## config.mk

```make
export PLATFORM = sky130hd
export DESIGN_NAME = multi_cycle_control
export DESIGN_NICKNAME = d
export VERILOG_FILES = /design/src/rtl/multi_cycle_control.sv
export SDC_FILE = /design/constraint.sdc
export NUM_CORES = 1
export LEC_CHECK = 0
export CAP_MARGIN = 10
export CORE_AREA = 2 2 108 84
export CTS_BUF_LIST = sky130_fd_sc_hd__clkbuf_16
export DETAILED_ROUTE_END_ITERATION = 8
export DIE_AREA = 0 0 110 86
export DONT_BUFFER_PORTS = 1
export REMOVE_ABC_BUFFERS = 1
export SYNTH_ARGS = -nofsm -noshare
export SYNTH_HDL_FRONTEND = slang
export SYNTH_SLANG_ARGS = --single-unit
```

## constraint.sdc

```tcl
create_clock -name clk -period 4 [get_ports clk]
set_input_delay 0.8 -clock clk [delete_from_list [all_inputs] [get_ports clk]]
set_output_delay 0.8 -clock clk [all_outputs]
set_load 0.005 [all_outputs]
```

## src/rtl/multi_cycle_control.sv

```systemverilog
// Multi-cycle MIPS main control FSM: memory ready handshake, timeout/illegal traps, retire counter.
// Define MC_CONTROL_BNE_EN to decode bne (000101) as a branch taken on Zero==0.
module multi_cycle_control #(
  parameter int MEM_TIMEOUT = 255,
  parameter int CNT_W       = 32
) (
  input  logic             clk,
  input  logic             rst,
  input  logic [5:0]       OP_Code,
  input  logic             Mem_Ready,
  output logic             PCWrite,
  output logic             PCWriteCond,
  output logic             Branch_Ne,
  output logic             IorD,
  output logic             MemRead,
  output logic             MemWrite,
  output logic             IRWrite,
  output logic             MemtoReg,
  output logic             RegDst,
  output logic             RegWrite,
  output logic             ALUSrcA,
  output logic [1:0]       ALUSrcB,
  output logic [1:0]       ALUOp,
  output logic [1:0]       PCSource,
  output logic             Illegal,
  output logic             Mem_Err,
  output logic [CNT_W-1:0] Instr_Count
);

  typedef enum logic [3:0] {
    FETCH, DECODE, MEMADDR, MEMRD, MEMWB, MEMWR,
    EXEC, RWB, ADDIEX, ADDIWB, BRANCH, JUMP, TRAP
  } state_t;

  localparam logic [5:0] OP_RTYPE = 6'b000000;
  localparam logic [5:0] OP_LW    = 6'b100011;
  localparam logic [5:0] OP_SW    = 6'b101011;
  localparam logic [5:0] OP_ADDI  = 6'b001000;
  localparam logic [5:0] OP_BEQ   = 6'b000100;
  localparam logic [5:0] OP_J     = 6'b000010;
`ifdef MC_CONTROL_BNE_EN
  localparam logic [5:0] OP_BNE   = 6'b000101;
`endif

  // Last wait-counter value tolerated without Mem_Ready; the next miss traps.
  localparam logic [15:0] WAIT_LAST = 16'(MEM_TIMEOUT - 1);

  state_t      state;
  logic [15:0] wait_cnt;
  logic        is_lw;
`ifdef MC_CONTROL_BNE_EN
  logic        is_bne;
`endif

  // State sequencing, memory wait/timeout tracking, sticky traps and retire count.
  always_ff @(posedge clk or posedge rst) begin
    if (rst) begin
      state       <= FETCH;
      wait_cnt    <= 16'd0;
      is_lw       <= 1'b0;
      Illegal     <= 1'b0;
      Mem_Err     <= 1'b0;
      Instr_Count <= '0;
`ifdef MC_CONTROL_BNE_EN
      is_bne      <= 1'b0;
`endif
    end else begin
      wait_cnt <= 16'd0;
      case (state)
        FETCH: begin
          if (Mem_Ready) begin
            state <= DECODE;
          end else if (wait_cnt == WAIT_LAST) begin
            state   <= TRAP;
            Mem_Err <= 1'b1;
          end else begin
            wait_cnt <= wait_cnt + 16'd1;
          end
        end
        DECODE: begin
          is_lw <= (OP_Code == OP_LW);
`ifdef MC_CONTROL_BNE_EN
          is_bne <= (OP_Code == OP_BNE);
`endif
          case (OP_Code)
            OP_RTYPE:     state <= EXEC;
            OP_LW, OP_SW: state <= MEMADDR;
            OP_ADDI:      state <= ADDIEX;
            OP_BEQ:       state <= BRANCH;
            OP_J:         state <= JUMP;
`ifdef MC_CONTROL_BNE_EN
            OP_BNE:       state <= BRANCH;
`endif
            default: begin
              state   <= TRAP;
              Illegal <= 1'b1;
            end
          endcase
        end
        MEMADDR: state <= is_lw ? MEMRD : MEMWR;
        MEMRD: begin
          if (Mem_Ready) begin
            state <= MEMWB;
          end else if (wait_cnt == WAIT_LAST) begin
            state   <= TRAP;
            Mem_Err <= 1'b1;
          end else begin
            wait_cnt <= wait_cnt + 16'd1;
          end
        end
        MEMWR: begin
          if (Mem_Ready) begin
            state       <= FETCH;
            Instr_Count <= Instr_Count + CNT_W'(1);
          end else if (wait_cnt == WAIT_LAST) begin
            state   <= TRAP;
            Mem_Err <= 1'b1;
          end else begin
            wait_cnt <= wait_cnt + 16'd1;
          end
        end
        EXEC:   state <= RWB;
        ADDIEX: state <= ADDIWB;
        MEMWB, RWB, ADDIWB, BRANCH, JUMP: begin
          state       <= FETCH;
          Instr_Count <= Instr_Count + CNT_W'(1);
        end
        TRAP:    state <= TRAP;
        default: state <= FETCH;
      endcase
    end
  end

  // Control decode from state; FETCH strobes follow Mem_Ready, everything quiet in reset.
  always_comb begin
    PCWrite     = 1'b0;
    PCWriteCond = 1'b0;
    Branch_Ne   = 1'b0;
    IorD        = 1'b0;
    MemRead     = 1'b0;
    MemWrite    = 1'b0;
    IRWrite     = 1'b0;
    MemtoReg    = 1'b0;
    RegDst      = 1'b0;
    RegWrite    = 1'b0;
    ALUSrcA     = 1'b0;
    ALUSrcB     = 2'b00;
    ALUOp       = 2'b00;
    PCSource    = 2'b00;
    if (rst) begin
      MemRead = 1'b0;
    end else begin
      case (state)
        FETCH: begin
          MemRead = 1'b1;
          ALUSrcB = 2'b01;
          IRWrite = Mem_Ready;
          PCWrite = Mem_Ready;
        end
        DECODE:  ALUSrcB = 2'b11;
        MEMADDR, ADDIEX: begin
          ALUSrcA = 1'b1;
          ALUSrcB = 2'b10;
        end
        MEMRD: begin
          MemRead = 1'b1;
          IorD    = 1'b1;
        end
        MEMWB: begin
          RegWrite = 1'b1;
          MemtoReg = 1'b1;
        end
        MEMWR: begin
          MemWrite = 1'b1;
          IorD     = 1'b1;
        end
        EXEC: begin
          ALUSrcA = 1'b1;
          ALUOp   = 2'b10;
        end
        RWB: begin
          RegWrite = 1'b1;
          RegDst   = 1'b1;
        end
        ADDIWB:  RegWrite = 1'b1;
        BRANCH: begin
          ALUSrcA     = 1'b1;
          ALUOp       = 2'b01;
          PCWriteCond = 1'b1;
          PCSource    = 2'b01;
`ifdef MC_CONTROL_BNE_EN
          Branch_Ne   = is_bne;
`endif
        end
        JUMP: begin
          PCWrite  = 1'b1;
          PCSource = 2'b10;
        end
        default: PCWrite = 1'b0;
      endcase
    end
  end

endmodule

```

==> run metrics <==
YS warnings=0; initial antenna violation count=0; Crit Path Category=flip-flop to primary output; Post-synth EDFFs=0; sequential area share after synthesis=0.466; worst vdd ir=0.201 mV; Post-DRT Antenna Nets=0; Final Skew=between 0.008 and 0.009 ns; register area=1380 sq um; area delta synth->final=7.33%; Fmax=375 MHz; Hold Path Stages=1; DRT Wirelength=6010 um; Yosys cell types=49; Mapped Avg Cell Area=9.62 sq um; port buffer count=0; Starting Density=0.356; Most used DFF post-synth=dfrtp_1; Sequential Power Share=0.477; synthesized area=2950 sq um; pin count of the biggest net entering global routing=56; Sum Neg Setup Slack=0 ns; DP Area=3020 sq um; P_int=1000 uW; switch share=0.346; Placeable Area=8310 sq um; worst hold path type=flip-flop to flip-flop; Die Wd=around 110 um; crit share post-route=0.667; Setup crit end kind=primary output; Final Critical Period=about 2.7 ns; cts hold-fix bufs=0; Avg WL per Cell=14.7 um; # fillers=828; critical path fanouts, max=16; num rows=29; number of global-route vias before repair=around 1900; setup bufs post-CTS=0; vias per cell=about 5.2; RD Place Congestion=0.815; # resized after CTS=0; asr flop ratio synth=1.00; IO Pins=60; die area=9460 sq um; diode count=0; clk slew on worst S/H paths=about 0.070 ns; router iterations before antenna repair=4; Max Cap Viol=0; combinational power share=0.226; R2R depth=5; post-synth top area cell=dfrtp_1; Root Buffer=clkbuf_16; critical path arrival=1.87 ns; met3 routed WL=337 um; Die Ht=~86 um; setup repair after global routing missed its margin=no; Yosys top cell area share=0.466; Multi-input gate area=1470 sq um; Clock Path Buffers=2; Sw Pwr=529 uW; CTS Sinks=55; clock power share=0.297; metal2 WL=2630 um; final instance area=about 3200 sq um; share of cells above drive strength 1=0.0662; max-slew violations=0; drt initial violations=131; CTS buffer count=5; #FFs+latches synth=55; Clock H-tree levels=2; met1 WL=2920 um; endpoints failing setup=0; GRT Total Usage=0.133; startpoint class of the critical path=flip-flop; status=finished, final reports clean; clock tree from TritonCTS=built; Lkg Pwr=0.00126 uW; Least-Margin Pin Slew=0.891 ns; # DRC=0; Worst slew margin=0.403; placed cells=402; post-route insts no fill=410; first-pass GRT wire length=9760 um; Post-Syn Instances=307; Power per Cell Area=just under 500 nW/um^2; HPWL after DPL=4230 um; Area contributors post-synth=dfrtp_1 (47%), xnor2_1 (9.8%), nor2_1 (4.8%); total number of vias=2144; total grt overflow=0; setup slack, reg-to-reg=1.65 ns; clk_lat worst skew=0.30 ns; Fin. Hold Viols=0; Layout Nets=313; worst endpoint required time=3.20 ns; DR top layer=met4
## stage by stage
| step | util | setup slack [ns] | hold slack [ns] | total power, uW |
|---|---|---|---|---|
| 2_1_floorplan | - | 0.678 | 0.459 | 999 |
| 3_3_place_gp | 0.363 | 1.71 | 0.485 | 1080 |
| 3_5_place_dp | 0.363 | 1.64 | 0.487 | 1090 |
| 4_1_cts | 0.382 | 1.39 | 0.513 | 1540 |
| 5_1_grt | 0.382 | 1.29 | 0.543 | 1630 |
| 6_report | 0.382 | 1.33 | 0.509 | 1530 |
## cell usage in the layout (no fill, tap or decap), drive strengths merged, types with 3 or more instances in the layout
master | synthesis | layout
nor4 | 4 | 4
nand2 | 25 | 25
o21ai | 7 | 7
clkbuf | 5 | 5
dfrtp | 55 | 55
and3 | 3 | 3
nor3 | 11 | 11
ha | 3 | 3
xor2 | 16 | 16
a21oi | 6 | 6
nand2b | 5 | 5
nand3 | 18 | 18
and4 | 3 | 3
inv | 8 | 10
xnor2 | 33 | 33
nor2 | 38 | 38
and2 | 4 | 4
nand4 | 21 | 21
## power by group through the flow
stage	registers (uW)	logic (uW)	clock network, uW
after floorplan	708	292	0
after global placement	737	343	0
after detailed placement	739	346	0
after CTS	728	348	467
after global routing	744	392	495
final	729	346	454
## worst max-delay path, stage by stage, from the launching register on
cell	delay (ns)
dfrtp_1	0.59
nor4_1	0.57
and3b_1	0.28
or2_2	0.13
## worst paths after layout
check	startpoint	to
setup / recovery	state[1]$_DFF_PP0_	PCWrite
hold / removal	Mem_Err$_DFFE_PP0P_	Mem_Err$_DFFE_PP0P_
setup reg to reg	state[1]$_DFF_PP0_	Instr_Count[19]$_DFFE_PP0P_
hold reg to reg	Mem_Err$_DFFE_PP0P_	Mem_Err$_DFFE_PP0P_
max in group asynchronous	rst	wait_cnt[5]$_DFF_PP0_
min in group asynchronous	rst	Instr_Count[14]$_DFFE_PP0P_
## state kept, by name, summed over array words and instances (netlist names)
register     cells
Illegal          1
Instr_Count     32
Mem_Err          1
is_lw            1
state            4
wait_cnt        16
## synth_stat cells (2+ instances only)
cell,count
a211o_1,2
nand2_1,25
nor3b_1,2
nor3_1,10
nand3b_1,2
a21oi_1,5
and4_1,3
ha_1,3
or2_2,2
nand3_1,18
xnor2_1,33
nor2_1,38
xor2_1,16
o21ai_0,7
and3_1,3
a31oi_1,2
o21bai_1,2
or3_1,2
dfrtp_1,55
nand2b_1,3
nor4_1,4
inv_1,8
nand4_1,21
and2_1,4
clkbuf_1,5
a211oi_1,2
buf_2,3
buf_4,6
## area by class of cell
class                      instances  share of cell area
clock inverter                     3             0.00868
sequential                        55               0.434
multi-input combinational        230               0.463
tap                              108              0.0426
timing repair buffer               1             0.00237
clock buffer                       5              0.0395
inverter                           8             0.00947
## routing by layer
layer / global-route usage / vias to the layer above
met5: 0 / -
met1: 0.192 / 1026
met3: 0.0372 / 10
met2: 0.188 / 53
li1: - / 1055
met4: 0.0506 / 0
## cell families (layout without fill, tap and decap cells)
family	Yosys count	in the layout	synth area share
and+or+nand+nor	147	147	0.264
DFF	55	55	0.466
xor gates and xnor gates	49	49	0.145
AOI/OAI and AO/OA	29	29	0.0699
buffers and inverters	22	17	0.0368
adders and majority gates	3	3	0.0127
other	1	1	0.00127
muxes	1	1	0.00381
(Power assumes the default switching activity.)
